$ cat src/rtl/parity_step_counter_if.sv
// parity_step_counter_if: control/data bundle for parity_step_counter
//   i_en/i_ld/i_d/i_mode are driven by the master; o_q/o_wrap/o_aligned by the counter
interface parity_step_counter_if #(parameter int WIDTH = 3);
  logic             i_en;
  logic             i_ld;
  logic [WIDTH-1:0] i_d;
  logic [1:0]       i_mode;
  logic [WIDTH-1:0] o_q;
  logic             o_wrap;
  logic             o_aligned;
  modport master (output i_en, i_ld, i_d, i_mode, input o_q, o_wrap, o_aligned);
  modport slave (input i_en, i_ld, i_d, i_mode, output o_q, o_wrap, o_aligned);
endinterface

$ cat src/rtl/parity_step_counter.sv
// parity_step_counter: falling-edge up/down parity counter (even-up, odd-down, binary up/down)
//   clk: clock, state changes on the falling edge; rst: asynchronous active-low reset
//   bus.i_en: count enable; bus.i_ld: parallel load (wins over i_en); bus.i_d: load value
//   bus.i_mode: 00 odd down, 01 even up, 10 binary up, 11 binary down
//   bus.o_q: count; bus.o_wrap: one-cycle carry/borrow pulse; bus.o_aligned: parity legal for mode
module parity_step_counter #(parameter int WIDTH = 3) (
  input logic                 clk,
  input logic                 rst,
  parity_step_counter_if.slave bus
);
  logic [WIDTH-1:0] r_q;
  logic             r_wrap;
  logic             w_up;
  logic             w_two;
  logic [WIDTH:0]   w_step;
  logic [WIDTH:0]   w_next;
  assign w_up = bus.i_mode[1] ^ bus.i_mode[0];
  // A parity mode takes a full step of 2 only once Q already has the mode's parity
  assign w_two = !bus.i_mode[1] && (r_q[0] != bus.i_mode[0]);
  assign w_step = {{(WIDTH-1){1'b0}}, w_two, !w_two};
  // The extra top bit is the carry (up) or borrow (down) that flags a wrap
  assign w_next = w_up ? {1'b0, r_q} + w_step : {1'b0, r_q} - w_step;
  always_ff @(negedge clk or negedge rst)
    if (!rst) begin
      r_q    <= '0;
      r_wrap <= 1'b0;
    end else if (bus.i_ld) begin
      r_q    <= bus.i_d;
      r_wrap <= 1'b0;
    end else if (bus.i_en) begin
      r_q    <= w_next[WIDTH-1:0];
      r_wrap <= w_next[WIDTH];
    end else
      r_wrap <= 1'b0;
  assign bus.o_q       = r_q;
  assign bus.o_wrap    = r_wrap;
  assign bus.o_aligned = bus.i_mode[1] | (r_q[0] != bus.i_mode[0]);
endmodule

$ cat src/flat_wrapper.sv
// flat-port wrapper written by rule: the top's interface ports become plain ports
module parity_step_counter_flat 
#(parameter int WIDTH = 3)
  (clk, rst, bus_i_en, bus_i_ld, bus_i_d, bus_i_mode, bus_o_q, bus_o_wrap, bus_o_aligned);
  parity_step_counter_if #(.WIDTH(WIDTH)) bus_i ();
  input logic clk;
  input logic rst;
  input wire logic [$bits(bus_i.i_en)-1:0] bus_i_en;
  input wire logic [$bits(bus_i.i_ld)-1:0] bus_i_ld;
  input wire logic [$bits(bus_i.i_d)-1:0] bus_i_d;
  input wire logic [$bits(bus_i.i_mode)-1:0] bus_i_mode;
  output wire logic [$bits(bus_i.o_q)-1:0] bus_o_q;
  output wire logic [$bits(bus_i.o_wrap)-1:0] bus_o_wrap;
  output wire logic [$bits(bus_i.o_aligned)-1:0] bus_o_aligned;
  assign bus_i.i_en = bus_i_en;
  assign bus_i.i_ld = bus_i_ld;
  assign bus_i.i_d = bus_i_d;
  assign bus_i.i_mode = bus_i_mode;
  assign bus_o_q = bus_i.o_q;
  assign bus_o_wrap = bus_i.o_wrap;
  assign bus_o_aligned = bus_i.o_aligned;
  parity_step_counter #(.WIDTH(WIDTH)) u_core (.clk(clk), .rst(rst), .bus(bus_i));
endmodule
$ cat config.mk
export PLATFORM = sky130hd
export DESIGN_NAME = parity_step_counter_flat
export DESIGN_NICKNAME = d
export VERILOG_FILES = /design/src/rtl/parity_step_counter_if.sv /design/src/rtl/parity_step_counter.sv /design/src/flat_wrapper.sv
export SDC_FILE = /design/constraint.sdc
export NUM_CORES = 1
export LEC_CHECK = 0
export ABC_AREA = 1
export CAP_MARGIN = 10
export CELL_PAD_IN_SITES_DETAIL_PLACEMENT = 0
export CELL_PAD_IN_SITES_GLOBAL_PLACEMENT = 1
export CORE_AREA = 2 2 39 41
export DETAILED_ROUTE_END_ITERATION = 8
export DIE_AREA = 0 0 41 43
export DONT_BUFFER_PORTS = 1
export PLACE_DENSITY_LB_ADDON = 0.12
export SETUP_SLACK_MARGIN = 0.1
export SLEW_MARGIN = 0
export SYNTH_ARGS = -nofsm -noshare
export SYNTH_HDL_FRONTEND = slang
export SYNTH_SLANG_ARGS = --single-unit
$ cat constraint.sdc
create_clock -name clk -period 4.6 [get_ports clk]
set_clock_uncertainty 0.2 [all_clocks]
set_input_delay 1.15 -clock clk [delete_from_list [all_inputs] [get_ports clk]]
set_output_delay 1.15 -clock clk [all_outputs]
set_load 0.02 [all_outputs]
# Word-level counts from Yosys, hierarchy flattened
# Index checks and enable logic that the tools add are counted.
# op_classes
addsub,2
n_eq_ne,1
mux,5
n_bitwise,2
reduce_logical,4
# op_table
op,count
$mux 3,2
$add 3x2->4,1
$mux 4,1
$sub 3x2->4,1
$logic_not 1->1,2
$mux 1,2
$reduce_bool 2->1,1
$logic_and 1x1->1,1
$ne 1x1->1,1
$or 1x1->1,1
$xor 1x1->1,1
# word_totals
regBits,4
inputBits,9
output_inout_bits,5
elab_cells,16

# Depth between registers and ports, before layout
# Gate-level depths: netlist of the first run.
# logic_depth
depth_word,7
ltp_mapped,9

==> results.sh, run 1 <==
export IMPL_violations="negative setup slack"
export IMPL_yosysMostFrequentCell="nand2_1"
export IMPL_remaining_drc_errors=0
export IMPL_io_pins=14
export IMPL_cp_arrival_ns=2.25
export IMPL_layout_nets=62
export IMPL_synth_nets=53
export IMPL_die_y_um=43
export IMPL_path_clk_slew_ns=0.03
export IMPL_hp_class="reg2reg"
export IMPL_synth_area_leaders="dfrtn_1, nand2_1, ha_1"
export IMPL_final_antenna_net_count=0
export IMPL_holdBufCountCts=0
export IMPL_port_buffers=0
export IMPL_slew_headroom=0.730
export IMPL_endpoint_kind="flip-flop"
export IMPL_core_um2=1380
export IMPL_cp_start_kind="input pin"
export IMPL_antenna_cells=0
export IMPL_htreeDepth=1
export IMPL_powerDensity_nw_per_um2=347
export IMPL_max_cap_violations=0
export IMPL_dr_pass1_iters=4
export IMPL_wl_per_cell_um=11.6
export IMPL_drive_above_1_share=0.511
export IMPL_clk_latency_ns=0.25
export IMPL_grtUsageTotal=0.101
export IMPL_gp_congestion=0.696
export IMPL_avgSynthCellArea_um2=7.66
export IMPL_synth_seq_area_share=0.327
export IMPL_grt_setup_unrepaired="yes"
export IMPL_drt_iter0_markers=1
export IMPL_place_hpwl_um=579
export IMPL_grt_pass1_vias=283
export IMPL_gr_total_overflow=0
export IMPL_via_per_inst=4.54
export IMPL_antenna_found_initial=0
export IMPL_postSynthCellCount=40
export IMPL_vias=286
export IMPL_required_ns=2.19
export IMPL_ys_ff_latch=4
export IMPL_tightest_slew_ns=0.404
export IMPL_synth_warnings=0
export IMPL_synth_edf_count=0
export IMPL_status="finished with violations"
export IMPL_cts_buffers=3
export IMPL_drt_total_wl_um=729
export IMPL_die_w_um=41
export IMPL_clock_path_buffers=2
export IMPL_peakVddDrop_mv=0.124
export IMPL_async_flop_share=1.00
export IMPL_start_util=0.222
export IMPL_synth_top_cell_area_share=0.327
export IMPL_rows=14
export IMPL_power_leakage_nw=0.217
export IMPL_final_util=0.354
export IMPL_clock_root_buffer="clkbuf_4"
export IMPL_layout_setup_ws_ns=-0.0578
export IMPL_grt_max_degree=6
export IMPL_slew_violations=0
export IMPL_path_max_fanout=3
export IMPL_yosys_most_used_dff="dfrtn_1"
export IMPL_cts_tree="yes"
export IMPL_synth_area_um2=307
export IMPL_syn_to_final_growth_pct=59.6
export IMPL_hold_ws_ns=0.505
export IMPL_clock_sinks=4
export IMPL_final_hold_viol_count=0
export IMPL_synth_distinct_cells=14
export IMPL_grt_pass1_wl_mm=1.16
export IMPL_netlist_top_cells_count="nand2_1, inv_1, dfrtn_1, nand3_1, ha_1"
export IMPL_setup_viol=3
export IMPL_worstSetupPathType="in2reg"
export IMPL_die_area_um2=1760
export IMPL_synth_top_area_cell="dfrtn_1"
[worst max-delay path, cell delays in order]
cell and delay, ns:
xnor2_4 0.11, or2_4 0.26, ha_4 0.18, fa_2 0.41
nand2_1 0.08, nand3_1 0.05
[where the power goes]
part / switching [W] / total [W] / internal, W
Sequential: 0.0000129 / 0.0000536 / 0.0000407
Clock: 0.0000131 / 0.0000422 / 0.0000291
Combinational: 0.0000355 / 0.0000741 / 0.0000387
[kinds of logic (layout without fill, tap and decap cells)]
| kind of cell | count (synthesis) | in the layout | synth area share |
|---|---|---|---|
| AND/OR/NAND/NOR | 21 | 21 | 0.306 |
| AO/OA/AOI/OAI | 5 | 5 | 0.0898 |
| buffers and inverters | 5 | 12 | 0.0612 |
| adder cells (fa/ha/maj) | 4 | 4 | 0.188 |
| flip-flops | 4 | 4 | 0.327 |
| XOR/XNOR | 1 | 1 | 0.0286 |
[metrics by stage]
stage                     instance area (µm²)  TNS, ns  setup WS [ns]  std cells  power [W]
final                                     489   -0.140        -0.0578         63   0.000170
after CTS                                 458   -0.151        -0.0494         62   0.000161
after floorplan                           340   -0.604         -0.238         40  0.0000876
after global placement                    383   -0.720         -0.281         59   0.000102
after detailed placement                  383   -0.744         -0.271         59   0.000102
after global routing                      489   -0.252        -0.0754         63   0.000183
[what timing repair did]
action / 4_1_cts / 5_1_grt
pin swaps: 2 / 3
hold endpoints to repair: 0 / 0
gates resized for setup: 10 / 6
setup endpoints to repair: 6 / 7
setup buffers: 0 / 1
gates cloned: 0 / 0
[registers in the layout, indices dropped and copies added, names as in the netlist]
signal / cells
u_core.bus.o_q: 3
u_core.bus.o_wrap: 1
[layout make-up]
type	count	area, µm²
tap	16	20.0
fill	143	895
sequential	4	100
inverter	5	18.8
clock buffer	3	22.5
multi-input combinational	31	298
timing repair buffer	4	30.0
[cell usage in the layout, fill, tap and decap left out]
master    instances
inv_2             2
nand2_1          10
a22oi_1           1
nand3_1           2
o21ai_1           1
nand2_2           1
buf_4             4
nand3_4           1
o21ai_2           1
nand3_2           1
ha_4              3
or2_4             1
nor2_2            1
a21oi_2           1
xnor2_4           1
inv_1             3
a21oi_4           1
dfrtn_1           4
nand2_4           2
fa_2              1
nor2_1            2
clkbuf_4          3
[layer usage]
| layer | routed length [µm] | part of all wire | GRT usage | vias up |
|---|---|---|---|---|
| met4 | 0 | 0 | 0.0800 | 0 |
| met1 | 291 | 0.40 | 0.118 | 128 |
| met2 | 393 | 0.54 | 0.141 | 12 |
| met5 | 0 | 0 | 0 | - |
| li1 | - | - | - | 146 |
| met3 | 44 | 0.060 | 0.0366 | 0 |
[path summary, 6_finish.rpt]
kind	startpoint	to	slack, ns	depth (start not counted)
worst max-delay path	bus_i_mode[0]	u_core.bus.o_q[1]$_DFFE_NN0P_	-0.06	6
worst min-delay path	u_core.bus.o_q[2]$_DFFE_NN0P_	u_core.bus.o_q[2]$_DFFE_NN0P_	0.51	2
worst max register to register	u_core.bus.o_q[0]$_DFFE_NN0P_	u_core.bus.o_q[1]$_DFFE_NN0P_	2.66	6
worst min register to register	u_core.bus.o_q[2]$_DFFE_NN0P_	u_core.bus.o_q[2]$_DFFE_NN0P_	0.51	2
max in group asynchronous	rst	u_core.bus.o_q[2]$_DFFE_NN0P_	1.51	0
min in group asynchronous	rst	u_core.bus.o_q[1]$_DFFE_NN0P_	2.59	0
(Power assumes the default switching activity.)
==> inputs of run 2 (changes only) <==
--- a/config.mk
+++ b/config.mk
@@ -5,7 +5,6 @@
 export SDC_FILE = /design/constraint.sdc
 export NUM_CORES = 1
 export LEC_CHECK = 0
-export ABC_AREA = 1
 export CAP_MARGIN = 10
 export CELL_PAD_IN_SITES_DETAIL_PLACEMENT = 0
 export CELL_PAD_IN_SITES_GLOBAL_PLACEMENT = 1
==> constraint.sdc (replaced) <==
create_clock -name clk -period 4.6 [get_ports clk]
set_clock_uncertainty 0.2 [all_clocks]
set_input_delay 1.15 -clock clk [delete_from_list [all_inputs] [get_ports clk]]
set_output_delay 1.15 -clock clk [all_outputs]
set_load 0.1 [all_outputs]
==> run 2 against run 1 <==
The run still ends with negative setup slack left; utilization up 0.72 points; flip-flop and latch count unchanged; final area up 2.0%; routed wire length down 14%; register-to-register slack worse by 0.11 ns; non-clock buffer count up 6; combinational power up 86%; first-iteration DRC count down 100%; die area unchanged; critical path depth up 1; critical path type unchanged.
==> results.sh, run 2 <==
export IMPL_status="finished with violations"
export IMPL_violations="negative setup slack"
export IMPL_place_hpwl_um=523
export IMPL_setup_viol=5
export IMPL_die_area_um2=1760
export IMPL_synth_top_area_cell="dfrtn_1"
export IMPL_cp_start_kind="input pin"
export IMPL_worstSetupPathType="in2reg"
export IMPL_via_per_inst=4.42
export IMPL_vias=252
export IMPL_holdBufCountCts=0
export IMPL_die_y_um=43
export IMPL_powerDensity_nw_per_um2=456
export IMPL_antenna_cells=0
export IMPL_avgSynthCellArea_um2=11.0
export IMPL_path_max_fanout=2
export IMPL_clock_sinks=4
export IMPL_rows=14
export IMPL_slew_headroom=0.799
export IMPL_cpPeakStageDelay_ns=0.34
export IMPL_clock_path_buffers=2
export IMPL_final_util=0.361
export IMPL_cp_arrival_ns=2.39
export IMPL_path_clk_slew_ns=0.03
export IMPL_drt_iter0_markers=0
export IMPL_layout_commonest_cell="buf_4"
export IMPL_critPathBufInv=0
export IMPL_dr_pass1_iters=1
export IMPL_clk_latency_ns=0.24
export IMPL_dp_cells=51
export IMPL_final_hold_viol_count=0
export IMPL_async_flop_share=1.00
export IMPL_endpoint_kind="flip-flop"
export IMPL_crit_family="adder cells"
export IMPL_wl_per_cell_um=11.0
export IMPL_grt_setup_unrepaired="yes"
export IMPL_antenna_found_initial=0
export IMPL_start_util=0.222
export IMPL_htreeDepth=1
export IMPL_worstPathCellList="xnor2_2 > or2_1 > ha_2 > fa_2 > xor2_1 > mux2i_1 > o21ai_1"
export IMPL_pre_cts_ws_ns=-0.576
export IMPL_gr_total_overflow=0
export IMPL_core_um2=1380
export IMPL_syn_to_final_growth_pct=62.2
export IMPL_synth_top_cell_area_share=0.325
export IMPL_slew_violations=0
export IMPL_grtUsageTotal=0.0907
export IMPL_cts_buffers=3
export IMPL_mostFrequentLayoutCells="buf_4, dfrtn_1"
export IMPL_tightest_slew_ns=0.301
export IMPL_instances_no_fill=57
export IMPL_io_pins=14
export IMPL_netlist_top_cells_count="dfrtn_1, ha_1, mux2i_1, nand2_1, o21ai_0"
export IMPL_power_leakage_nw=0.229
export IMPL_ys_ff_latch=4
export IMPL_port_buffers=0
export IMPL_required_ns=2.19
export IMPL_grt_pass1_wl_mm=1.08
export IMPL_cts_tree="yes"
export IMPL_peakVddDrop_mv=0.165
export IMPL_yosys_most_used_dff="dfrtn_1"
export IMPL_postSynthCellCount=28
export IMPL_synth_seq_area_share=0.325
export IMPL_final_antenna_net_count=0
export IMPL_synth_distinct_cells=16
export IMPL_drive_above_1_share=0.488
export IMPL_layout_setup_ws_ns=-0.203
export IMPL_grt_max_degree=8
export IMPL_slowest_stage="fa_2"
export IMPL_synth_edf_count=0
export IMPL_synth_area_leaders="dfrtn_1, ha_1, mux2i_1"
export IMPL_tns_ns=-0.666
export IMPL_remaining_drc_errors=0
export IMPL_largest_reg_flops=3
export IMPL_clock_root_buffer="clkbuf_4"
export IMPL_drt_total_wl_um=629
export IMPL_synth_area_um2=308
export IMPL_synth_warnings=0
export IMPL_max_cap_violations=0
export IMPL_yosysMostFrequentCell="dfrtn_1"
export IMPL_die_w_um=41
export IMPL_hold_ws_ns=0.470
export IMPL_hp_class="reg2reg"
export IMPL_gp_congestion=0.596
export IMPL_layout_nets=56
export IMPL_synth_nets=41
export IMPL_grt_pass1_vias=253
run 2: timing repair:
action                                  in CTS  in global routing
buffers inserted                             2                  1
resized for setup                            5                  1
endpoints found under the setup margin       8                  8
run 2: per-layer routing:
metal | GRT usage | vias to the layer above | share of wire
li1 | - | 126 | -
met2 | 0.128 | 11 | 0.51
met4 | 0.0600 | 0 | 0
met3 | 0.0366 | 0 | 0.10
met1 | 0.107 | 115 | 0.39
met5 | 0 | - | 0
run 2: logic make-up after synthesis:
group | share of synthesized area
muxes | 0.0976
DFF | 0.325
AOI/OAI and AO/OA | 0.0894
xor gates and xnor gates | 0.110
and+or+nand+nor | 0.191
adders and majority gates | 0.187
run 2: path summary, 6_finish.rpt:
path	from	endpoint	slack, ns	depth (start not counted)
max in group asynchronous	rst	u_core.bus.o_q[2]$_DFFE_NN0P_	1.51	0
max reg2reg	u_core.bus.o_q[0]$_DFFE_NN0P_	u_core.bus.o_q[1]$_DFFE_NN0P_	2.55	5
min	u_core.bus.o_q[2]$_DFFE_NN0P_	u_core.bus.o_q[2]$_DFFE_NN0P_	0.47	3
max	bus_i_mode[0]	u_core.bus.o_q[2]$_DFFE_NN0P_	-0.20	7
min in group asynchronous	rst	u_core.bus.o_q[1]$_DFFE_NN0P_	2.59	0
min reg2reg	u_core.bus.o_q[2]$_DFFE_NN0P_	u_core.bus.o_q[2]$_DFFE_NN0P_	0.47	3
run 2: per-stage QoR:
step           area, µm²  power (W)
2_1_floorplan        323   0.000136
3_3_place_gp         433   0.000175
3_5_place_dp         433   0.000175
4_1_cts              488   0.000229
5_1_grt              499   0.000244
6_report             499   0.000228
run 2: final cells by class:
class	instances	area, µm²
Tap cell	16	20.0
Clock buffer	3	22.5
Sequential cell	4	100
Multi-Input combinational cell	24	240
Fill cell	148	885
Timing Repair Buffer	10	116
run 2: where the power goes:
| group | switching, W | internal, W |
|---|---|---|
| registers | 0.00000538 | 0.0000418 |
| logic | 0.0000829 | 0.0000554 |
| clock network | 0.0000130 | 0.0000291 |
run 2: worst reg2reg max path: stages (launching register included):
cell and delay [ns]:
dfrtn_1 0.44, buf_4 0.32, ha_2 0.26, fa_2 0.43, mux2i_1 0.17, o21ai_1 0.07
